## config.mk

```make
export PLATFORM = sky130hd
export DESIGN_NAME = alu_regfile_psr
export DESIGN_NICKNAME = d
export VERILOG_FILES = /design/src/rtl/alu_pkg.sv /design/src/rtl/alu_regfile_psr_psr_reg.sv /design/src/rtl/alu_regfile_psr.sv
export SDC_FILE = /design/constraint.sdc
export NUM_CORES = 1
export LEC_CHECK = 0
export BUFFER_PORTS_ARGS = -buffer_cell sky130_fd_sc_hd__buf_2
export CAP_MARGIN = 20
export CORE_UTILIZATION = 56
export CTS_CLUSTER_DIAMETER = 30
export CTS_CLUSTER_SIZE = 10
export DETAILED_ROUTE_END_ITERATION = 12
export PLACE_DENSITY = 0.74
export SLEW_MARGIN = 20
export SYNTH_ARGS = -nofsm -noshare
export SYNTH_HDL_FRONTEND = slang
export SYNTH_SLANG_ARGS = --single-unit
```

## constraint.sdc

```tcl
create_clock -name clk -period 1.4 [get_ports clk]
set_input_delay 0 -clock clk [delete_from_list [all_inputs] [get_ports clk]]
set_output_delay 0 -clock clk [all_outputs]
set_load 0.01 [all_outputs]
```

## src/rtl/alu_pkg.sv

```systemverilog
// Shared ALU definitions: datapath widths, PSR flag indices, opcodes and the
// per-op PSR update masks.
package alu_pkg;

  localparam int unsigned DATA_W = 16;
  localparam int unsigned NREGS  = 16;
  localparam int unsigned ADDR_W = $clog2(NREGS);
  localparam int unsigned FLAG_W = 5;

  localparam int unsigned FLG_C = 0;
  localparam int unsigned FLG_L = 1;
  localparam int unsigned FLG_F = 2;
  localparam int unsigned FLG_Z = 3;
  localparam int unsigned FLG_N = 4;

  localparam logic [7:0] OP_AND  = 8'h01;
  localparam logic [7:0] OP_OR   = 8'h02;
  localparam logic [7:0] OP_XOR  = 8'h03;
  localparam logic [7:0] OP_ADD  = 8'h05;
  localparam logic [7:0] OP_CMP  = 8'h0B;
  localparam logic [7:0] OP_LSH  = 8'h84;
  localparam logic [7:0] OP_ASHU = 8'h86;

  localparam logic [FLAG_W-1:0] FLAGMASK_CMP   = 5'b11110;
  localparam logic [FLAG_W-1:0] FLAGMASK_ADD   = 5'b00101;
  localparam logic [FLAG_W-1:0] FLAGMASK_LOGIC = 5'b00000;

endpackage

```

## src/rtl/alu_regfile_psr_psr_reg.sv

```systemverilog
// Processor status register: a direct load wins over the per-bit masked
// update from the ALU flags.
module psr_reg
  import alu_pkg::*;
(
  input  logic              clk,
  input  logic              reset_n,
  input  logic [FLAG_W-1:0] flags_in,
  input  logic [FLAG_W-1:0] flags_we,
  input  logic              psr_wr_en,
  input  logic [FLAG_W-1:0] psr_wr_data,
  output logic [FLAG_W-1:0] psr
);

  always_ff @(posedge clk or negedge reset_n) begin
    if (!reset_n) begin
      psr <= '0;
    end else if (psr_wr_en) begin
      psr <= psr_wr_data;
    end else begin
      psr <= (flags_we & flags_in) | (~flags_we & psr);
    end
  end

endmodule

```

## src/rtl/alu_regfile_psr.sv

```systemverilog
// Register file and PSR around the ALU: two combinational read ports with
// write-to-read bypass, one writeback port, and the PSR feeding ALU carry-in.
module alu_regfile_psr
  import alu_pkg::*;
(
  input  logic              clk,
  input  logic              reset_n,
  input  logic [ADDR_W-1:0] rd_addr_a,
  input  logic [ADDR_W-1:0] rd_addr_b,
  output logic [DATA_W-1:0] rd_data_a,
  output logic [DATA_W-1:0] rd_data_b,
  input  logic              wr_en,
  input  logic [ADDR_W-1:0] wr_addr,
  input  logic [DATA_W-1:0] wr_data,
  input  logic [FLAG_W-1:0] flags_in,
  input  logic [FLAG_W-1:0] flags_we,
  input  logic              psr_wr_en,
  input  logic [FLAG_W-1:0] psr_wr_data,
  output logic [FLAG_W-1:0] psr,
  output logic              alu_cin
);

  logic [DATA_W-1:0] regs [NREGS];

  always_ff @(posedge clk or negedge reset_n) begin
    if (!reset_n) begin
      for (int i = 0; i < int'(NREGS); i++) begin
        regs[i] <= '0;
      end
    end else if (wr_en) begin
      regs[wr_addr] <= wr_data;
    end
  end

  // Bypass hides the one-cycle write latency from a dependent read.
  always_comb begin
    rd_data_a = regs[rd_addr_a];
    rd_data_b = regs[rd_addr_b];
    if (reset_n && wr_en && (wr_addr == rd_addr_a)) begin
      rd_data_a = wr_data;
    end
    if (reset_n && wr_en && (wr_addr == rd_addr_b)) begin
      rd_data_b = wr_data;
    end
  end

  psr_reg u_psr_reg (
    .clk         (clk),
    .reset_n     (reset_n),
    .flags_in    (flags_in),
    .flags_we    (flags_we),
    .psr_wr_en   (psr_wr_en),
    .psr_wr_data (psr_wr_data),
    .psr         (psr)
  );

  assign alu_cin = psr[FLG_C];

endmodule

```

==> flow_results.org, run 1 <==
** Outcome
- The flow ran to the end, but the final reports show violations.
- The final reports fail on setup timing.

** Worst hold path
- The tightest min-delay check is of the in2reg type.
- The startpoint identified for the worst hold timing path is wr_data[14].

** Setup path
- The worst register-to-register path has a setup slack of approximately 70 ps.
- End point of the critical path :: rd_data_b[6]
- Worst endpoint required time :: 1400 ps
- The worst setup path is captured at a primary output.
- First element of the critical path :: regs[6]$_DFFE_PN0P_
- In this run the worst path has a maximum fanout of 3.
- Worst Reg-to-Reg Cells :: 3
- The setup path with the least slack is of type reg2out.
- The worst setup path is launched from a register.
- For the worst setup path, the data arrival time is around 2200 ps.

** Clocking
- After clock tree synthesis, the clock-pin slew on the worst setup and hold paths is roughly 50 ps.
- Num CTS Buffers :: between 50 and 60
- Clock sink total :: 261
- The clock reaches the later pin of the worst-skew pair after approximately 550 ps.
- H-tree depth reported by CTS :: 2
- TritonCTS built the clock tree.
- Number of buffers between clock root and the deepest sink :: 3
- The cell sitting at the root of the clock tree is a sky130_fd_sc_hd__clkbuf_16.

** Timing
- Highest clock rate :: approximately 450 MHz
- Setup violations remaining at the end of the flow were counted as 32.
- Minimum clock period :: approximately 2200 ps
- The worst pin sits at a relative slew slack of 57.2%.
- The hold violation total from the final report came to 0.
- Across the routed clock network, the largest skew measured is 0 ps.
- Setup repair after global routing could not meet its margin everywhere.
- Pin slew with the least headroom to its limit :: roughly 640 ps
- Worst hold slack after final layout :: approximately 32 ps
- Final-report max-slew violation count :: 0
- Setup ws final :: -815 ps
- Post-route clock period utilization :: 158%

** Routing
- Count of unresolved DRC violations after routing :: 0
- Detailed-route via count :: 9387
- Detailed-route wire length per cell :: between 20 and 30 µm
- In this run the remaining antenna-violating nets after routing total 0.
- Routed vias/inst :: 6.33
- Wires add up to 38700 µm.
- For this block, the initial DRC count from the detailed router was about 630.
- Number of search-and-repair iterations in the first detailed-routing pass :: 5

** Global route
- The initial antenna violation count came to 0.
- Wire length of the first global-routing pass :: around 61000 µm
- Across every metal layer, demand over resource in global routing totals between 30% and 40%.
- Via count of the first global-routing pass :: roughly 10000
- Entering global routing, the biggest net connects 94 pins.
- After global routing the overflow that remains totals 0.

** Power
- Dividing total power by cell area gives a power density of ~1600 nW/µm².
- The completed layout was analyzed and its total power is 30.4 mW.
- IR analysis of the VDD net gives a maximum drop of about 1.2 mV.
- In this run the static leakage power is a little over 8 nW.

** Finish
- The largest registers in the layout are regs (256).
- The number of antenna diodes in the final layout is 0.
- Ratio of cells with drive above 1 in the final layout :: between 60 and 70%
- Largest register FFs :: around 260
- Counting flops per register, the top entry is regs.
- From synthesis to final layout, the design area changed by 28.6%.
- The final layout contains 1157 nets.
- Filler instances :: approximately 1600

** Die
- The initialized floorplan defines 58 standard-cell rows.
- Once the floorplan was initialized, standard cells occupied between 50% and 60% of the core.
- The floorplan step defined a die boundary enclosing between 20000 and 30000 µm².
- Die height :: approximately 160 µm
- X dimension of the die :: between 150 and 200 µm
- For this design the top-level I/O count stands at 85.
- In this run the standard cell core region covers about 25000 µm².

** Synth
- In this run, synthesis produced a sequential element count of 261.
- Synthesized netlist net count :: about 960
- The synthesized netlist occupies a cell area of roughly 14000 µm².
- Sequential cells were found to cover a little under half of the synthesized design area.
- Yosys mapped the design onto 29 distinct sky130hd cell types.
- The Yosys step of the flow raised 0 warnings.
- The average instance in the mapped netlist occupies around 16 µm².
- Synthesis produced about 900 cells.

** Placement
- The congestion estimate from routability-driven global placement came to 0.805.
- PortBufs :: 84
- Detailed Place HPWL :: 24200 µm

** Flow run
- Number of maximum-capacitance violations :: 0
==> cell usage in the layout, fill, tap and decap left out, types with 3 or more instances in the layout <==
cell type / synthesis / final
sky130_fd_sc_hd__dfrtp_1: 261 / 261
sky130_fd_sc_hd__mux2_2: 287 / 256
sky130_fd_sc_hd__mux4_2: 128 / 128
sky130_fd_sc_hd__mux2i_1: 101 / 93
sky130_fd_sc_hd__buf_4: 16 / 79
sky130_fd_sc_hd__clkbuf_16: 0 / 55
sky130_fd_sc_hd__buf_2: 20 / 49
sky130_fd_sc_hd__dlygate4sd3_1: 0 / 37
sky130_fd_sc_hd__mux2_4: 0 / 32
sky130_fd_sc_hd__buf_6: 7 / 32
sky130_fd_sc_hd__buf_12: 0 / 28
sky130_fd_sc_hd__clkinv_2: 0 / 12
sky130_fd_sc_hd__nand2_1: 10 / 10
sky130_fd_sc_hd__mux2i_2: 0 / 8
sky130_fd_sc_hd__clkinvlp_4: 0 / 7
sky130_fd_sc_hd__nor3_4: 0 / 6
sky130_fd_sc_hd__nor2_2: 5 / 6
sky130_fd_sc_hd__bufinv_16: 0 / 6
sky130_fd_sc_hd__clkbuf_1: 28 / 6
sky130_fd_sc_hd__clkbuf_8: 0 / 6
sky130_fd_sc_hd__o21ai_0: 5 / 5
sky130_fd_sc_hd__clkinv_4: 0 / 4
sky130_fd_sc_hd__xnor2_1: 3 / 3
sky130_fd_sc_hd__xor2_1: 3 / 3
sky130_fd_sc_hd__nand2b_1: 3 / 3
==> worst min-delay path by stage <==
stage,to,depth (start not counted)
detailed placement,regs[32]$_DFFE_PN0P_,2
CTS,regs[254]$_DFFE_PN0P_,2
global placement,regs[160]$_DFFE_PN0P_,2
global route,regs[14]$_DFFE_PN0P_,2
finish,regs[46]$_DFFE_PN0P_,2
floorplan,async pin,0
==> worst max-delay path, cell delays in order, from the launching register on <==
cell	delay (ps)
sky130_fd_sc_hd__dfrtp_1	390
sky130_fd_sc_hd__mux4_2	490
sky130_fd_sc_hd__mux2i_2	220
sky130_fd_sc_hd__mux2i_2	140
sky130_fd_sc_hd__mux2_4	300
sky130_fd_sc_hd__buf_6	130
==> final cells by class <==
class | instances | area (µm²) | area share, %
Multi-Input combinational cell | 565 | 7670 | 41.2
Sequential cell | 261 | 6530 | 35.1
Timing Repair Buffer | 226 | 2140 | 11.5
Clock buffer | 67 | 1480 | 7.97
Tap cell | 330 | 413 | 2.22
Clock inverter | 31 | 345 | 1.86
Inverter | 2 | 7.51 | 0.0404
==> power by group <==
part	switching (mW)	leakage [nW]	internal (mW)	total, mW
Combinational	2.54	4.09	4.54	7.08
Sequential	1.30	3.20	9.32	10.6
Clock	4.10	0.886	8.55	12.7
Total	7.94	8.18	22.4	30.4
==> metal layers <==
metal	vias up	GRT usage (%)	share of wire, %
met3	100	4.69	5.0
met5	-	0	0
met4	0	11.9	3.2
met2	308	50.4	50
li1	3964	-	-
met1	5015	43.1	41
==> cells in the mapped netlist <==
cell	instances	area share [%]
sky130_fd_sc_hd__mux2_2	287	22
sky130_fd_sc_hd__dfrtp_1	261	45
sky130_fd_sc_hd__mux4_2	128	20
sky130_fd_sc_hd__mux2i_1	101	7.0
sky130_fd_sc_hd__clkbuf_1	28	0.73
sky130_fd_sc_hd__buf_2	20	0.69
sky130_fd_sc_hd__buf_4	16	0.83
sky130_fd_sc_hd__buf_1	11	0.29
sky130_fd_sc_hd__nand2_1	10	0.26
sky130_fd_sc_hd__buf_6	7	0.55
sky130_fd_sc_hd__nor3_2	6	0.42
sky130_fd_sc_hd__nor2_2	5	0.22
sky130_fd_sc_hd__o21ai_0	5	0.17
sky130_fd_sc_hd__nand2b_1	3	0.13
sky130_fd_sc_hd__xnor2_1	3	0.18
sky130_fd_sc_hd__xor2_1	3	0.18
sky130_fd_sc_hd__inv_1	2	0.052
sky130_fd_sc_hd__nand3_1	2	0.069
sky130_fd_sc_hd__or3_1	2	0.087
sky130_fd_sc_hd__a221oi_2	1	0.10
sky130_fd_sc_hd__mux2_1	1	0.078
sky130_fd_sc_hd__nand3b_2	1	0.078
sky130_fd_sc_hd__nand4_2	1	0.087
sky130_fd_sc_hd__nor2_1	1	0.026
sky130_fd_sc_hd__nor2b_1	1	0.043
sky130_fd_sc_hd__nor3_1	1	0.035
sky130_fd_sc_hd__nor4_4	1	0.15
sky130_fd_sc_hd__o221ai_1	1	0.061
sky130_fd_sc_hd__or4_1	1	0.052
==> through the flow <==
stage / util [%] / setup WS (ps) / instance area, µm² / setup TNS, ps / std cells
final: 73.6 / -815 / 18600 / -23120 / 1482
after global routing: 73.6 / -877 / 18600 / -24990 / 1482
after CTS: 73.5 / -822 / 18600 / -23310 / 1478
after detailed placement: 63.2 / -390 / 16000 / -19530 / 1336
after global placement: 63.2 / -366 / 16000 / -17940 / 1336
after floorplan: - / 0.596 / 14500 / 0 / 910
==> logic make-up (layout without fill, tap and decap cells) <==
kind of cell,count (synthesis),count (layout),share of synthesized area [%]
mux,517,517,49.4
compound gates,7,7,0.337
buf+inv,84,326,3.13
xor+xnor,6,6,0.363
simple gates,35,35,1.64
flops,261,261,45.2
==> timing repair <==
action,4_1_cts,5_1_grt
gates cloned,0,0
pin swaps,0,0
hold buffers,37,0
resized for setup,75,2
endpoints found under the setup margin,32,32
buffers inserted,7,4
endpoints found under the hold margin,356,0
No activity file was read; power rests on OpenSTA's default activity.
==> inputs of run 2 (changes only) <==
Settings changed: CORE_MARGIN from default to 4.
==> flow_results.org, run 2 (synthesized netlist as in run 1, its figures left out) <==
** Outcome
- Result of the run :: finished, violations left
- The checks that failed: setup timing.

** Routing
- Routed vias/inst :: ~6.3
- Detailed-route via count :: between 9000 and 10000
- Final wirelength :: about 39000 µm
- Count of unresolved DRC violations after routing :: 0
- Dividing the detail-routed wire length by the instance count gives between 20 and 30 µm.
- Starting DRC count in detailed routing :: approximately 660
- In this run the remaining antenna-violating nets after routing total 0.
- The first TritonRoute pass finished after 5 iterations.

** Die
- The die is ~170 µm tall.
- The floorplan step defined a core boundary enclosing ~25000 µm².
- Cell Rows :: slightly below 60
- In this run the horizontal extent of the chip is about 170 µm.
- Floorplan die area :: around 28000 µm²
- The initial utilization of the core area, before any placement, comes to 57.1%.
- During I/O placement, the number of pins put on the boundary was 85.

** Setup path
- Startpoint class of the critical path :: register
- Setup slack of the most critical reg-to-reg path :: about 110 ps
- Worst path max stage delay :: 480 ps
- The number of buffers and inverters on the critical path is 1.
- On the critical path, the stage with the largest delay is an instance of sky130_fd_sc_hd__mux4_2.
- The kind of cell with the highest combined delay along the critical path is multiplexers.
- Setup CP Type :: reg2out
- The most numerous cell type found on the critical path is sky130_fd_sc_hd__mux2i_1.
- In this run the worst path has a maximum fanout of 3.
- STA classifies the critical path endpoint as a primary output.
- The signal on the critical path passes through mux4_2 -> mux2i_1 -> mux2i_1 -> mux2_4 -> buf_6.
- Worst endpoint required time :: roughly 1400 ps
- At the worst endpoint, the arrival time is 2200 ps.

** Global route
- The first global-routing pass estimated between 60000 and 70000 µm of wire.
- For this run the aggregate overflow at the end of global routing stands at 0.
- Entering global routing, the biggest net connects approximately 130 pins.
- The initial antenna violation count came to 0.
- The number of global-route vias before repair came to approximately 10000.
- In the global route stage, overall resource usage came out at ~28%.

** Finish
- Fill cells in the final layout number 1504.
- The top cell types in the final layout, fill and taps aside, are sky130_fd_sc_hd__dfrtp_1 (261), sky130_fd_sc_hd__mux2_2 (258), sky130_fd_sc_hd__mux4_2 (128), sky130_fd_sc_hd__mux2i_1 (86), sky130_fd_sc_hd__buf_4 (65).
- Nets :: ~1200
- 0 antenna diodes ended up in the layout.
- Counting flops per register, the top entry is regs.
- Ratio of cells with drive above 1 in the final layout :: a little over three fifths
- In the final layout, the multi-input gates occupy 7690 µm².
- Leaving out fill and tap cells, the most frequent cell in the layout is sky130_fd_sc_hd__dfrtp_1.
- After routing the design area is 19000 µm².
- Cells fill between 70% and 80% of the core in the end.
- Largest registers in the final layout :: regs (256)
- Non-filler instance count after layout :: approximately 1500
- From synthesis to final layout, the design area changed by 31.1%.
- The register with the most flip-flops in the layout has 256 of them.
- FF/Latch Area :: 6530 µm²

** Clocking
- TritonCTS built the clock tree.
- For this design, the sink count on the clock tree is ~260.
- The clock tree synthesis step divided the H-tree into 2 levels.
- The later pin in the worst-skew pair is clocked with a latency of 560 ps.
- Num CTS Buffers :: just under 60
- Counting along the longest clock path gives a buffer depth of 3.
- Clock-pin slew was measured on the worst setup and hold paths at 50 ps.
- The root buffer cell chosen for the clock tree is sky130_fd_sc_hd__clkbuf_16.

** Timing
- Setup repair after global routing could not meet its margin everywhere.
- Measured against its own limit, the worst slew margin works out to a little over half.
- Setup violations remaining at the end of the flow were counted as 32.
- Number of hold violations in the final report :: 0
- After layout, the minimum clock period comes to between 2000 and 2500 ps.
- In the post-route analysis, the smallest setup slack over all paths is -802 ps.
- For the final database, setup skew stands at 0 ps.
- Pin slew with the least headroom to its limit :: 686 ps
- Final-report max-slew violation count :: 0
- Highest clock rate :: between 400 and 500 MHz
- The tightest hold path in the finished design has a slack of approximately 160 ps.
- Post-route clock period utilization :: 157%

** Power
- In this run the static leakage power is ~8.3 nW.
- Summing internal, switching and leakage power gives about 32 mW.
- Maximum ir drop on the vdd rail :: around 1.2 mV
- Dividing total power by cell area gives a power density of between 1500 and 2000 nW/µm².

** Placement
- Once placement completed, the tool counted placed cells totaling approximately 1300.
- At the end of routability-driven placement, the weighted congestion stood at 0.798.
- In this run the cell area measured after placement is between 15000 and 20000 µm².
- Buffers placed on the I/O ports in this run total between 80 and 90.
- The wire-length estimate of the detail-placed layout is roughly 24000 µm.

** Flow run
- Max-cap violations in this run came to 0.

** Worst hold path
- The worst hold path belongs to the class in2reg.
==> run 2: cell count changes in the layout (fill, tap and decap cells not counted), moves of 2 or more <==
| cell | change |
|---|---|
| sky130_fd_sc_hd__clkinvlp_4 | -4 |
| sky130_fd_sc_hd__clkbuf_1 | +3 |
| sky130_fd_sc_hd__mux2i_2 | +6 |
| sky130_fd_sc_hd__clkbuf_16 | +5 |
| sky130_fd_sc_hd__clkbuf_8 | +4 |
| sky130_fd_sc_hd__mux2i_1 | -7 |
| sky130_fd_sc_hd__bufinv_16 | +4 |
| sky130_fd_sc_hd__buf_12 | +8 |
| sky130_fd_sc_hd__buf_4 | -14 |
| sky130_fd_sc_hd__mux2_2 | +2 |
| sky130_fd_sc_hd__mux2_4 | -2 |
==> run 2: worst paths after layout <==
path	from	cells after the start	endpoint
min in group asynchronous	reset_n	3	regs[191]$_DFFE_PN0P_
max	regs[81]$_DFFE_PN0P_	5	rd_data_a[1]
max in group asynchronous	reset_n	3	regs[217]$_DFFE_PN0P_
max reg2reg	register	3	register
min reg2reg	regs[178]$_DFFE_PN0P_	1	regs[178]$_DFFE_PN0P_
min	wr_addr[1]	4	regs[237]$_DFFE_PN0P_
==> run 2: worst min-delay path: cells and delay by family <==
family                 cells  cell delay (ps)
multiplexers               1              220
buffers and inverters      2              380
AND/OR/NAND/NOR            1               90
==> run 2: power by group <==
part | switching, mW | internal, mW
combinational | 2.55 | 4.58
sequential | 1.31 | 9.32
clock | 4.28 | 10.1
total | 8.13 | 24.0
==> run 2: layer usage <==
layer,part of all wire (%),GRT usage [%],vias to the layer above
li1,-,-,3980
met1,41,38.6,4972
met2,51,47.1,304
met3,5.2,5.14,66
met4,2.5,8.79,0
met5,0,0,-
==> run 2: through the flow <==
| stage | setup TNS (ps) | setup slack [ps] |
|---|---|---|
| 2_1_floorplan | 0 | 0.596 |
| 3_3_place_gp | -10200 | -351 |
| 3_5_place_dp | -10570 | -329 |
| 4_1_cts | -24060 | -812 |
| 5_1_grt | -25630 | -862 |
| 6_report | -23240 | -802 |
==> run 2: what timing repair did <==
| item | 4_1_cts | 5_1_grt |
|---|---|---|
| hold buffers | 35 | 5 |
| setup buffers | 7 | 5 |
| endpoints found under the hold margin | 522 | 2 |
| setup endpoints to repair | 32 | 35 |
| gates resized for setup | 79 | 4 |
==> run 2: final cells by class <==
class / instances / share of cell area (%)
Tap cell: 330 / 2.18
Inverter: 2 / 0.0396
Clock buffer: 79 / 8.83
Sequential cell: 261 / 34.5
Multi-Input combinational cell: 565 / 40.6
Timing Repair Buffer: 220 / 11.6
Clock inverter: 31 / 2.32
